File: config.mk
export PLATFORM = sky130hd
export DESIGN_NAME = logic_unit_pipe
export DESIGN_NICKNAME = d
export VERILOG_FILES = /design/src/rtl/logic_unit_pkg.sv /design/src/rtl/logic_op_core.sv /design/src/rtl/logic_unit_pipe.sv
export SDC_FILE = /design/constraint.sdc
export NUM_CORES = 1
export LEC_CHECK = 0
export BUFFER_PORTS_ARGS = -buffer_cell sky130_fd_sc_hd__buf_4
export CAP_MARGIN = 20
export CORE_ASPECT_RATIO = 1.4
export CORE_UTILIZATION = 53
export CTS_BUF_LIST = sky130_fd_sc_hd__clkbuf_16
export DETAILED_ROUTE_END_ITERATION = 6
export PLACE_DENSITY_LB_ADDON = 0.12
export REMOVE_ABC_BUFFERS = 1
export SYNTH_ARGS = -nofsm -noshare
export SYNTH_HDL_FRONTEND = slang
export SYNTH_SLANG_ARGS = --single-unit
File: constraint.sdc
create_clock -name clk -period 2.6 [get_ports clk]
set_input_delay 0.13 -clock clk [delete_from_list [all_inputs] [get_ports clk]]
set_output_delay 0.13 -clock clk [all_outputs]
set_load 0.05 [all_outputs]
File: src/rtl/logic_unit_pkg.sv
// logic_unit_pkg: operation encodings shared by the logic unit pipeline
package logic_unit_pkg;
    localparam int OP_W = 3;
    localparam logic [OP_W-1:0] OP_NOT  = 3'b000;
    localparam logic [OP_W-1:0] OP_AND  = 3'b001;
    localparam logic [OP_W-1:0] OP_OR   = 3'b010;
    localparam logic [OP_W-1:0] OP_XOR  = 3'b011;
    localparam logic [OP_W-1:0] OP_NAND = 3'b100;
    localparam logic [OP_W-1:0] OP_NOR  = 3'b101;
    localparam logic [OP_W-1:0] OP_XNOR = 3'b110;
    localparam logic [OP_W-1:0] OP_PASS = 3'b111;
endpackage

File: src/rtl/logic_op_core.sv
// logic_op_core: combinational bitwise operation select, (op, a, b) -> s
module logic_op_core import logic_unit_pkg::*; #(
    parameter int WIDTH = 16
) (
    input  logic [OP_W-1:0]  op,
    input  logic [WIDTH-1:0] a,
    input  logic [WIDTH-1:0] b,
    output logic [WIDTH-1:0] s
);
    always_comb
        s = op == OP_NOT  ? ~a :
            op == OP_AND  ? a & b :
            op == OP_OR   ? a | b :
            op == OP_XOR  ? a ^ b :
            op == OP_NAND ? ~(a & b) :
            op == OP_NOR  ? ~(a | b) :
            op == OP_XNOR ? ~(a ^ b) : a;
endmodule

File: src/rtl/logic_unit_pipe.sv
// logic_unit_pipe: 2-stage valid/ready bitwise logic unit with result flags; LOGIC_UNIT_POPCNT_EN adds out_popcnt
module logic_unit_pipe import logic_unit_pkg::*; #(
    parameter int WIDTH = 16
) (
    input  logic             clk,
    input  logic             rst_n,
    input  logic             in_valid,
    output logic             in_ready,
    input  logic [OP_W-1:0]  in_op,
    input  logic [WIDTH-1:0] in_a,
    input  logic [WIDTH-1:0] in_b,
    output logic             out_valid,
    input  logic             out_ready,
    output logic [WIDTH-1:0] out_s,
    output logic             out_zero,
    output logic             out_ones,
    output logic             out_parity
`ifdef LOGIC_UNIT_POPCNT_EN
    ,
    output logic [$clog2(WIDTH+1)-1:0] out_popcnt
`endif
);
    logic             s1_v, s2_v, s1_adv, s2_adv;
    logic [OP_W-1:0]  s1_op;
    logic [WIDTH-1:0] s1_a, s1_b, s1_s;
    assign s2_adv    = !s2_v || out_ready;
    assign s1_adv    = !s1_v || s2_adv;
    assign in_ready  = s1_adv;
    assign out_valid = s2_v;
    logic_op_core #(.WIDTH(WIDTH)) u_core (.op(s1_op), .a(s1_a), .b(s1_b), .s(s1_s));
`ifdef LOGIC_UNIT_POPCNT_EN
    localparam int PC_W = $clog2(WIDTH+1);
    logic [PC_W-1:0] s1_pc;
    always_comb begin
        s1_pc = '0;
        for (int i = 0; i < WIDTH; i++) s1_pc = s1_pc + PC_W'(s1_s[i]);
    end
`endif
    always_ff @(posedge clk or negedge rst_n)
        if (!rst_n) begin
            s1_v  <= 1'b0;
            s1_op <= '0;
            s1_a  <= '0;
            s1_b  <= '0;
        end else if (s1_adv) begin
            s1_v <= in_valid;
            if (in_valid) begin
                s1_op <= in_op;
                s1_a  <= in_a;
                s1_b  <= in_b;
            end
        end
    // S2 only captures real beats so outputs hold across bubbles and stalls
    always_ff @(posedge clk or negedge rst_n)
        if (!rst_n) begin
            s2_v       <= 1'b0;
            out_s      <= '0;
            out_zero   <= 1'b0;
            out_ones   <= 1'b0;
            out_parity <= 1'b0;
`ifdef LOGIC_UNIT_POPCNT_EN
            out_popcnt <= '0;
`endif
        end else if (s2_adv) begin
            s2_v <= s1_v;
            if (s1_v) begin
                out_s      <= s1_s;
                out_zero   <= s1_s == '0;
                out_ones   <= &s1_s;
                out_parity <= ^s1_s;
`ifdef LOGIC_UNIT_POPCNT_EN
                out_popcnt <= s1_pc;
`endif
            end
        end
endmodule

==> impl_metrics.yaml, run 1 <==
timing:
  max-slew-margin-rel_pct: 51.6
  max_freq_ghz: 0.385
  worst-slew-pin-transition_ps: 726
  setup-tns-final_ps: 0
  hold_viol_final: 0
  skew_ps: 9.07
  setup_viol: 0
  finalCriticalPeriod_ps: 2600
  fin_crit_sh_pct: 99.8
  final_max_slew_viol_count: 0
finish:
  fin_nets: 658
  fin_cells: 676
  area_growth_pct: 28.8
  fillCellCount: 655
  layout-drive-gt1-share_pct: 40.6
  antenna_cells: 0
setup_path:
  crit_path_max_fanout: 7
  critPathLaunchType: "flip-flop"
  critPathKind: "flip-flop to flip-flop"
  r2r-end: "out_parity$_DFFE_PN0P_"
  crit_end: "out_parity$_DFFE_PN0P_"
  endpoint_kind: "flip-flop"
  required_ps: 2790
  startpoint: "s1_op[2]$_DFFE_PN0P_"
  arrival_ps: 2780
  reg2regPathDepth: 10
  timing.rr.start: "s1_op[2]$_DFFE_PN0P_"
  reg2reg_slack_ps: 4
power:
  peakVddDrop_v: 0.000627
  switching_share_pct: 41.5
  power_frac_comb_pct: 61.3
  switchingPower_w: 0.00216
  powerDensity_nw_per_um2: 898
  p_leak_nw: 2.76
  clkPwrFrac_pct: 14.7
  seqPwrFrac_pct: 23.9
  p_int_w: 0.00305
yosys:
  avgSynthCellArea_um2: 9.62
  synth_edf_count: 0
  synth_xor_xnor_area_share_pct: 1.36
  synthTopCellsByArea: "dfrtp_1 (31%), mux2_2 (14%), ha_1 (13%)"
  netlist_area_um2: 4510
  ys_seq_elements: 56
  yosysMostFrequentCell: "dfrtp_1"
  ys_warn_count: 0
  yosys.area.top_type: "dfrtp_1"
  yosysSeqAreaShare_pct: 31.1
  synth-compound-area-share_pct: 17.5
  synth.distinct_cells: 57
  yosys-top-cells-count: "dfrtp_1 (56), mux2_2 (55), inv_1 (47)"
  postSynthCellCount: 469
  synth_async_sr_flop_share_pct: 100
  synth_fa_ha_area_share_pct: 12.8
  synthSimpleGateAreaFrac_pct: 12.1
  synth.area.mux_share_pct: 16.9
  synth_top_family_by_area: "compound AO/OA/AOI/OAI gates"
  netlist.area_leader.share_pct: 31.1
  synth-main-ff-cell: "dfrtp_1"
grt:
  antenna_found_initial: 0
  grt_pass1_vias: 3829
  grt-ovfl-total: 0
  grt_max_degree: 57
  grt_pass1_wl_mm: 17.4
  grt_usage_pct: 24.8
placed_design:
  io_buffers: 59
  dpl.hpwl_mm: 7.65
  place.gp.congestion: 0.809
  dp.cells: 643
clock_tree:
  clk_pin_slew_worst_paths_ps: 70
  clk_latency_ps: 300
  root_buffer: "clkbuf_16"
  clock_sinks: 56
  clockBufferDepth: 2
  ctsHtreeMaxLevel: 2
  cts_buffers: 5
  cts_tree: "yes"
hold_path:
  hold_class: "input pin to flip-flop"
detailed_routing:
  drc: 0
  via_count: 3930
  initialDrtViolationCount: 298
  final_antenna_net_count: 0
  drt-wirelength-per-cell_um: 17.0
  totalWireLength_mm: 11.5
  viasPerCell: 5.81
  firstDrtPassIters: 5
die:
  floorplan.core_area_um2: 8200
  fp.dieW_um: 80.0
  io_pins: 60
  initial_core_util_pct: 55.0
  die_h_um: 111
  die-area_um2: 8890
  rows: 39
flow_run:
  drv_cap: 0
status:
  status: "complete, no violations"
==> registers in the layout (all words and copies together) (netlist names) <==
name	flops
out_s	16
out_ones	1
s1_b	16
out_zero	1
out_valid	1
s1_a	16
s1_v	1
out_parity	1
s1_op	3
==> cell families (layout without fill, tap and decap cells) <==
family | count (synthesis) | after routing
buf+inv | 79 | 184
xor+xnor | 7 | 7
simple gates | 106 | 106
mux | 68 | 68
compound gates | 107 | 107
fa+ha+maj | 46 | 46
flops | 56 | 56
==> per-layer routing <==
layer  wire [µm]  track usage, %  vias to the layer above
li1            -               -                     1858
met1        4660            29.2                     1904
met2        6040            44.0                      131
met3         432            3.05                       37
met4         393            10.6                        0
met5           0               0                        -
==> worst max-delay path: stages (launching register included) <==
cell and delay (ps):
dfrtp_2 500, buf_4 170, or2_1 260, buf_4 180, o32ai_2 270, o22a_1 240
ha_1 280, xnor2_2 150, xnor2_1 190, xnor2_1 150, o21ai_0 90
==> layout by cell type, fill, tap and decap left out, drive strengths merged, types with 2 or more instances in the layout <==
| cell type | Yosys | final |
|---|---|---|
| a21oi | 10 | 10 |
| o311ai | 6 | 6 |
| o22ai | 9 | 9 |
| o21ai | 24 | 24 |
| a21boi | 8 | 8 |
| o221ai | 3 | 3 |
| nand4 | 3 | 3 |
| o211ai | 5 | 5 |
| clkbuf | 4 | 6 |
| nand2 | 25 | 25 |
| and3 | 4 | 4 |
| nand3 | 4 | 4 |
| nor2 | 23 | 23 |
| o31ai | 7 | 7 |
| xnor2 | 7 | 7 |
| clkinv | 0 | 2 |
| o32ai | 3 | 3 |
| nand2b | 16 | 16 |
| a22oi | 7 | 7 |
| nor3 | 4 | 4 |
| or3 | 2 | 2 |
| buf | 26 | 125 |
| or2 | 2 | 2 |
| mux2 | 55 | 55 |
| o211a | 2 | 2 |
| inv | 49 | 49 |
| o21bai | 2 | 2 |
| a211oi | 8 | 8 |
| a31oi | 3 | 3 |
| dfrtp | 56 | 56 |
| nor2b | 20 | 20 |
| mux2i | 12 | 12 |
| ha | 46 | 46 |
==> power groups by stage <==
stage | clock network [W] | registers [W] | logic [W]
floorplan | 0 | 0.00175 | 0.00132
global placement | 0 | 0.00126 | 0.00258
detailed placement | 0 | 0.00127 | 0.00265
CTS | 0.000780 | 0.00125 | 0.00268
global route | 0.000819 | 0.00127 | 0.00340
finish | 0.000769 | 0.00125 | 0.00320
==> timing repair <==
| item | 4_1_cts | 5_1_grt |
|---|---|---|
| endpoints found under the hold margin | 56 | 0 |
| setup buffers | 1 | 23 |
| setup endpoints to repair | 1 | 2 |
| gates resized for setup | 3 | 39 |
| pin swaps | 0 | 19 |
| hold buffers | 1 | 0 |
| gates cloned | 0 | 1 |
==> how the worst min path moves through the flow <==
| stage | start | end | slack [ps] | cells after the start |
|---|---|---|---|---|
| after CTS | in_valid | s1_v$_DFFE_PN0N_ | 30 | 2 |
| after detailed placement | rst_n | s1_a[11]$_DFFE_PN0P_ | 240 | 1 |
| after global placement | rst_n | s1_b[11]$_DFFE_PN0P_ | 220 | 1 |
| after floorplan | rst_n | out_ones$_DFFE_PN0P_ | -170 | 0 |
| after global routing | in_valid | s1_v$_DFFE_PN0N_ | 40 | 2 |
| final | in_valid | s1_v$_DFFE_PN0N_ | 30 | 2 |
==> final cells by class <==
| cell class | count | area (µm²) | area share [%] |
|---|---|---|---|
| clock buffer | 5 | 125 | 2.15 |
| clock inverter | 3 | 37.5 | 0.646 |
| inverter | 49 | 186 | 3.21 |
| multi-input combinational | 334 | 2910 | 50.1 |
| sequential | 56 | 1410 | 24.3 |
| tap | 102 | 128 | 2.20 |
| timing repair buffer | 127 | 1010 | 17.4 |
==> metrics by stage <==
stage	util (%)	setup slack, ps	total power [W]	instance area (µm²)	hold slack (ps)
6_report	70.9	4.28	0.00522	5810	29.9
5_1_grt	70.9	-64.5	0.00549	5810	41.5
4_1_cts	66.2	8.06	0.00471	5430	31.8
3_5_place_dp	63.9	-15.4	0.00392	5240	241
3_3_place_gp	63.9	53.0	0.00384	5240	223
2_1_floorplan	-	-865	0.00308	4320	-166
No activity file was read; power rests on OpenSTA's default activity.
==> inputs of run 2 (changes only) <==
--- a/config.mk
+++ b/config.mk
@@ -5,11 +5,13 @@
 export SDC_FILE = /design/constraint.sdc
 export NUM_CORES = 1
 export LEC_CHECK = 0
+export ABC_AREA = 1
 export BUFFER_PORTS_ARGS = -buffer_cell sky130_fd_sc_hd__buf_4
 export CAP_MARGIN = 20
 export CORE_ASPECT_RATIO = 1.4
 export CORE_UTILIZATION = 53
 export CTS_BUF_LIST = sky130_fd_sc_hd__clkbuf_16
+export CTS_CLUSTER_DIAMETER = 50
 export DETAILED_ROUTE_END_ITERATION = 6
 export PLACE_DENSITY_LB_ADDON = 0.12
 export REMOVE_ABC_BUFFERS = 1
==> impl_metrics.yaml, run 2 <==
finish:
  utilization_pct: 72.2
  fillCellCount: 605
  layout-drive-gt1-share_pct: 26.3
  top_regs: "out_s: 16 flops, s1_a: 16 flops, s1_b: 16 flops"
  area_growth_pct: 29.6
  fin_cells: 759
  antenna_cells: 0
  final_common_cell: "nand2_1"
  fin_nets: 746
  mostFrequentLayoutCells: "nand2_1 (139), buf_4 (91), a21oi_1 (67)"
yosys:
  synthSimpleGateAreaFrac_pct: 24.8
  synth.distinct_cells: 30
  postSynthCellCount: 572
  synth-compound-area-share_pct: 16.6
  yosysSeqAreaShare_pct: 33.6
  synth_async_sr_flop_share_pct: 100
  ys_warn_count: 0
  synth_fa_ha_area_share_pct: 13.8
  synthTopCellsByArea: "dfrtp_1 (34%), ha_1 (14%), nand2_1 (13%)"
  yosys-top-cells-count: "nand2_1 (141), a21oi_1 (68), inv_1 (59)"
  synth_xor_xnor_area_share_pct: 1.47
  yosysMostFrequentCell: "nand2_1"
  synth_top_family_by_area: "simple AND/OR/NAND/NOR gates"
  ys_seq_elements: 56
  netlist_area_um2: 4180
  synth_edf_count: 0
  synth-main-ff-cell: "dfrtp_1"
  synth.area.mux_share_pct: 0
  avgSynthCellArea_um2: 7.30
  netlist.area_leader.share_pct: 33.6
  yosys.area.top_type: "dfrtp_1"
power:
  powerDensity_nw_per_um2: 894
  clkPwrFrac_pct: 13.7
  peakVddDrop_v: 0.000686
  p_int_w: 0.00265
  switchingPower_w: 0.00219
  switching_share_pct: 45.3
  seqPwrFrac_pct: 25.3
  p_leak_nw: 2.81
  power_frac_comb_pct: 61.0
grt:
  grt_pass1_vias: 3661
  grt_usage_pct: 25.8
  grt_max_degree: 72
  grt-ovfl-total: 0
  antenna_found_initial: 0
  grt_pass1_wl_mm: 16.8
detailed_routing:
  firstDrtPassIters: 5
  initialDrtViolationCount: 328
  totalWireLength_mm: 10.8
  final_antenna_net_count: 0
  wl_met3_um: 454
  met1Wirelength_mm: 4.72
  highest_layer: "met4"
  dr_wl_met2_mm: 5.42
  drc: 0
  drt-wirelength-per-cell_um: 14.2
  viasPerCell: 5.20
  via_count: 3948
timing:
  setup-tns-final_ps: 0
  max_freq_ghz: 0.394
  max-slew-margin-rel_pct: 51.5
  final_max_slew_viol_count: 0
  hold_viol_final: 0
  setup_viol: 0
  fin_crit_sh_pct: 97.6
  worst-slew-pin-transition_ps: 727
  skew_ps: 2.86
  finalCriticalPeriod_ps: 2540
placed_design:
  io_buffers: 59
  place.gp.congestion: 0.904
  dpl.hpwl_mm: 7.15
  dp.cells: 722
die:
  floorplan.core_area_um2: 7500
  die_h_um: 107
  initial_core_util_pct: 55.7
  io_pins: 60
  die-area_um2: 8240
  fp.dieW_um: 77.0
  rows: 37
clock_tree:
  ctsHtreeMaxLevel: 2
  clockBufferDepth: 2
  clock_sinks: 56
  cts_buffers: 5
  cts_tree: "yes"
  clk_latency_ps: 290
  root_buffer: "clkbuf_16"
  clk_pin_slew_worst_paths_ps: 70
setup_path:
  slowest_stage: "dfrtp_2"
  arrival_ps: 2710
  critPathKind: "flip-flop to flip-flop"
  cp_top_family: "simple AND/OR/NAND/NOR gates"
  slowest_delay_ps: 470
  required_ps: 2780
  critical_path_buf_inv_count: 4
  reg2regPathDepth: 16
  crit_cells: 16
  critPathLaunchType: "flip-flop"
  endpoint_kind: "flip-flop"
  crit_path_max_fanout: 6
  path_cells: "inv_4 -> nor2_4 -> inv_2 -> nor2_4 -> buf_6 -> a21oi_1 -> o21ai_1 -> nand2_1 -> nand2_1 -> nand2_2 -> inv_2 -> ha_4 -> xor2_1 -> xnor2_1 -> xnor2_1 -> o21ai_1"
flow_run:
  drv_cap: 0
hold_path:
  min_delay_path_depth: 3
  hold_class: "input pin to flip-flop"
status:
  status: "complete, no violations"
-- run 2: cell types whose count changed in the layout (fill, tap and decap cells not counted), moves of 20 or more --
cell,before,now
a21oi_1,10,67
buf_4,120,91
nand2_1,24,139
mux2_2,55,0
nor2b_1,20,0
nor2_1,22,55
-- run 2: what timing repair did --
action | in CTS | in global routing
hold buffers | 1 | 0
gates resized for setup | 1 | 54
setup endpoints to repair | 1 | 2
cloned | 0 | 3
buffers inserted | 0 | 25
pin swaps | 0 | 16
endpoints found under the hold margin | 56 | 0
-- run 2: path summary, 6_finish.rpt --
kind,slack (ps),startpoint,to
max reg2reg,60,s1_op[1]$_DFFE_PN0P_,out_parity$_DFFE_PN0P_
max,60,s1_op[1]$_DFFE_PN0P_,out_parity$_DFFE_PN0P_
min in group asynchronous,440,rst_n,s1_v$_DFFE_PN0N_
min,80,in_b[14],s1_b[14]$_DFFE_PN0P_
max in group asynchronous,1650,rst_n,s1_op[2]$_DFFE_PN0P_
min reg2reg,480,out_s[7]$_DFFE_PN0P_,out_s[7]$_DFFE_PN0P_
-- run 2: kinds of logic after synthesis --
| kind of cell | count (synthesis) |
|---|---|
| AO/OA/AOI/OAI | 127 |
| XOR/XNOR | 7 |
| adder cells (fa/ha/maj) | 46 |
| buffers and inverters | 93 |
| flip-flops | 56 |
| AND/OR/NAND/NOR | 243 |
-- run 2: worst reg2reg max path, cell delays in order (launching register included) --
cell	delay (ps)
dfrtp_2	470
inv_4	80
nor2_4	180
inv_2	80
nor2_4	270
buf_6	140
a21oi_1	50
o21ai_1	70
nand2_1	70
nand2_1	90
nand2_2	90
inv_2	80
ha_4	200
xor2_1	170
xnor2_1	190
xnor2_1	140
o21ai_1	70
-- run 2: layer usage --
metal,up-vias,GRT usage [%]
met1,1805,31.6
li1,2010,-
met2,118,46.0
met4,0,9.16
met5,-,0
met3,15,3.40
-- run 2: cell type report --
class                   instances  area (µm²)  area share [%]
clock inverters                 3        15.0           0.277
well taps                      97         121            2.24
inverters                      65         267            4.92
flip-flops and latches         56        1410            26.0
multi-input cells             423        2520            46.6
clock buffers                   5         125            2.31
repair buffers                110         958            17.7
-- run 2: power groups by stage --
stage | registers, W | logic, W | clock network, W
after global routing | 0.00125 | 0.00321 | 0.000711
after detailed placement | 0.00124 | 0.00246 | 0
after CTS | 0.00122 | 0.00247 | 0.000685
after global placement | 0.00123 | 0.00242 | 0
final | 0.00123 | 0.00295 | 0.000662
after floorplan | 0.00168 | 0.00130 | 0
-- run 2: per-stage QoR --
step	power [W]	setup slack, ps	area, µm²	hold slack, ps
6_report	0.00484	62.7	5410	76.1
2_1_floorplan	0.00298	-236	4010	-166
3_5_place_dp	0.00370	5.34	4800	236
5_1_grt	0.00518	-79.4	5410	77.2
4_1_cts	0.00438	18.6	4950	72.5
3_3_place_gp	0.00364	54.8	4800	221
==> inputs of run 3 (changes only) <==
--- a/config.mk
+++ b/config.mk
@@ -9,7 +9,7 @@
 export BUFFER_PORTS_ARGS = -buffer_cell sky130_fd_sc_hd__buf_4
 export CAP_MARGIN = 20
 export CORE_ASPECT_RATIO = 1.4
-export CORE_UTILIZATION = 53
+export CORE_UTILIZATION = 45
 export CTS_BUF_LIST = sky130_fd_sc_hd__clkbuf_16
 export CTS_CLUSTER_DIAMETER = 50
 export DETAILED_ROUTE_END_ITERATION = 6
@@ -17,4 +17,5 @@
 export REMOVE_ABC_BUFFERS = 1
 export SYNTH_ARGS = -nofsm -noshare
 export SYNTH_HDL_FRONTEND = slang
+export SYNTH_HIERARCHICAL = 1
 export SYNTH_SLANG_ARGS = --single-unit
==> impl_metrics.yaml, run 3 <==
setup_path:
  arrival_ps: 2660
  critPathLaunchType: "flip-flop"
  critPathKind: "flip-flop to flip-flop"
  r2r-end: "out_parity$_DFFE_PN0P_"
  startpoint: "s1_op[1]$_DFFE_PN0P_"
  reg2regPathDepth: 20
  timing.rr.start: "s1_op[1]$_DFFE_PN0P_"
  crit_path_max_fanout: 8
  crit_end: "out_parity$_DFFE_PN0P_"
  endpoint_kind: "flip-flop"
  required_ps: 2790
  reg2reg_slack_ps: 140
yosys:
  yosysSeqAreaShare_pct: 30.5
  ys_seq_elements: 56
  synth-main-ff-cell: "dfrtp_1"
  yosys.area.top_type: "dfrtp_1"
  synth_async_sr_flop_share_pct: 100
  yosysMostFrequentCell: "nand2_1"
  yosys-top-cells-count: "nand2_1 (182), inv_1 (92), dfrtp_1 (56)"
  netlist.area_leader.share_pct: 30.5
  synth_edf_count: 0
  avgSynthCellArea_um2: 7.71
  netlist_area_um2: 4600
  synth.distinct_cells: 29
  synthTopCellsByArea: "dfrtp_1 (30%), nand2_1 (15%), ha_1 (13%)"
  postSynthCellCount: 596
  ys_warn_count: 6
die:
  initial_core_util_pct: 46.4
  rows: 43
  die_h_um: 122
  fp.dieW_um: 87.4
  floorplan.core_area_um2: 9900
  die-area_um2: 10600
  io_pins: 60
power:
  power_frac_comb_pct: 62.4
  seqPwrFrac_pct: 23.2
  clkPwrFrac_pct: 14.4
  p_leak_nw: 3.25
  switching_share_pct: 45.5
  peakVddDrop_v: 0.000485
  powerDensity_nw_per_um2: 912
  p_int_w: 0.00296
  switchingPower_w: 0.00247
detailed_routing:
  via_count: 4162
  final_antenna_net_count: 0
  initialDrtViolationCount: 175
  totalWireLength_mm: 11.8
  drt-wirelength-per-cell_um: 14.2
  viasPerCell: 5.03
  firstDrtPassIters: 4
  drc: 0
finish:
  layout-drive-gt1-share_pct: 29.1
  finish.instance_area_um2: 5950
  area_growth_pct: 29.4
  fin_cells: 828
  mostFrequentLayoutCells: "nand2_1 (176), buf_4 (101), inv_1 (87)"
  final_common_cell: "nand2_1"
  antenna_cells: 0
  fillCellCount: 952
  top_regs: "out_s: 16 flops, s1_a: 16 flops, s1_b: 16 flops"
  utilization_pct: 60.1
  fin_nets: 779
timing:
  final_max_slew_viol_count: 0
  finalCriticalPeriod_ps: 2460
  fin_ws_ps: 137
  setup_viol: 0
  max_freq_ghz: 0.406
  worst-slew-pin-transition_ps: 730
  fin_crit_sh_pct: 94.7
  skew_ps: 5.87
  max-slew-margin-rel_pct: 51.3
  hold_viol_final: 0
flow_run:
  drv_cap: 0
grt:
  grt-ovfl-total: 0
  grt_pass1_vias: 3704
  grt_max_degree: 57
  grt_usage_pct: 22.3
  grt_pass1_wl_mm: 18.2
  antenna_found_initial: 0
clock_tree:
  ctsHtreeMaxLevel: 2
  root_buffer: "clkbuf_16"
  cts_tree: "yes"
  clk_pin_slew_worst_paths_ps: 80
  clock_sinks: 56
  clk_latency_ps: 300
  clockBufferDepth: 2
  cts_buffers: 5
placed_design:
  place.gp.congestion: 0.855
  dpl.hpwl_mm: 8.09
  io_buffers: 59
  dpl_cell_area_um2: 5410
  dp.cells: 805
  place_ws_ps: -118
status:
  status: "complete, no violations"
hold_path:
  hold_class: "input pin to flip-flop"
  min_delay_path_depth: 2
## run 3: logic make-up (layout without fill, tap and decap cells)
kind of cell | Yosys count | in the layout | share of synthesized area [%]
DFF | 56 | 56 | 30.5
AOI/OAI and AO/OA | 84 | 84 | 9.86
xor gates and xnor gates | 1 | 1 | 0.191
muxes | 35 | 35 | 10.9
adders and majority gates | 48 | 48 | 13.1
and+or+nand+nor | 248 | 248 | 23.6
buffers and inverters | 124 | 221 | 11.9
## run 3: cell type report
| class | instances | area [µm²] | share of cell area (%) |
|---|---|---|---|
| multi-input cells | 416 | 2820 | 47.3 |
| repair buffers | 117 | 1020 | 17.2 |
| flip-flops and latches | 56 | 1410 | 23.6 |
| inverters | 96 | 373 | 6.27 |
| well taps | 135 | 169 | 2.84 |
| clock inverters | 3 | 38.8 | 0.652 |
| clock buffers | 5 | 125 | 2.10 |
## run 3: critical path, cell delays in order, from the launching register on
cell and delay (ps):
dfrtp_2 470, nor2_4 150, nand2_4 70, buf_6 140, buf_4 130, o21ai_0 150, inv_1 50, nand2_1 60
nand2_1 40, nand2_1 60, nand2_1 40, nand2_1 50, nand2_1 110, inv_1 140, ha_4 230, xnor2_2 170
nand2_1 70, nand2_1 60, nand2_1 50, nand3_1 70, nand2_1 50
## run 3: routing by layer
metal | global-route usage [%] | vias to the layer above | part of all wire [%]
met5 | 0 | - | 0
met4 | 7.27 | 0 | 2.2
met3 | 2.30 | 15 | 3.2
met2 | 39.3 | 89 | 51
met1 | 28.1 | 1958 | 43
li1 | - | 2100 | -
## run 3: worst min-delay path by stage
stage             start                    end
4_1_cts        in_b[14]   s1_b[14]$_DFFE_PN0P_
6_report       in_b[14]   s1_b[14]$_DFFE_PN0P_
3_5_place_dp      rst_n   out_s[2]$_DFFE_PN0P_
2_1_floorplan     rst_n   out_ones$_DFFE_PN0P_
3_3_place_gp      rst_n  out_s[15]$_DFFE_PN0P_
5_1_grt         in_b[7]    s1_b[7]$_DFFE_PN0P_
## run 3: metrics by stage
stage / TNS [ps] / hold WS (ps) / total power (W)
finish: 0 / 53.6 / 0.00542
global route: -24.3 / 54.0 / 0.00587
CTS: 0 / 51.8 / 0.00505
detailed placement: -118 / 248 / 0.00425
global placement: -120 / 232 / 0.00421
floorplan: -364 / -166 / 0.00325
## run 3: power groups by stage
stage | Sequential, W | Clock, W | Combinational [W]
3_5_place_dp | 0.00127 | 0 | 0.00298
5_1_grt | 0.00129 | 0.000821 | 0.00377
3_3_place_gp | 0.00126 | 0 | 0.00294
4_1_cts | 0.00126 | 0.000799 | 0.00300
2_1_floorplan | 0.00173 | 0 | 0.00152
6_report | 0.00126 | 0.000779 | 0.00339
## run 3: repair_timing
action	in CTS	in global routing
pin swaps	0	10
buffers inserted	0	13
endpoints found under the setup margin	1	1
cloned	0	2
endpoints found under the hold margin	56	0
gates resized for setup	5	51
hold buffers	1	0
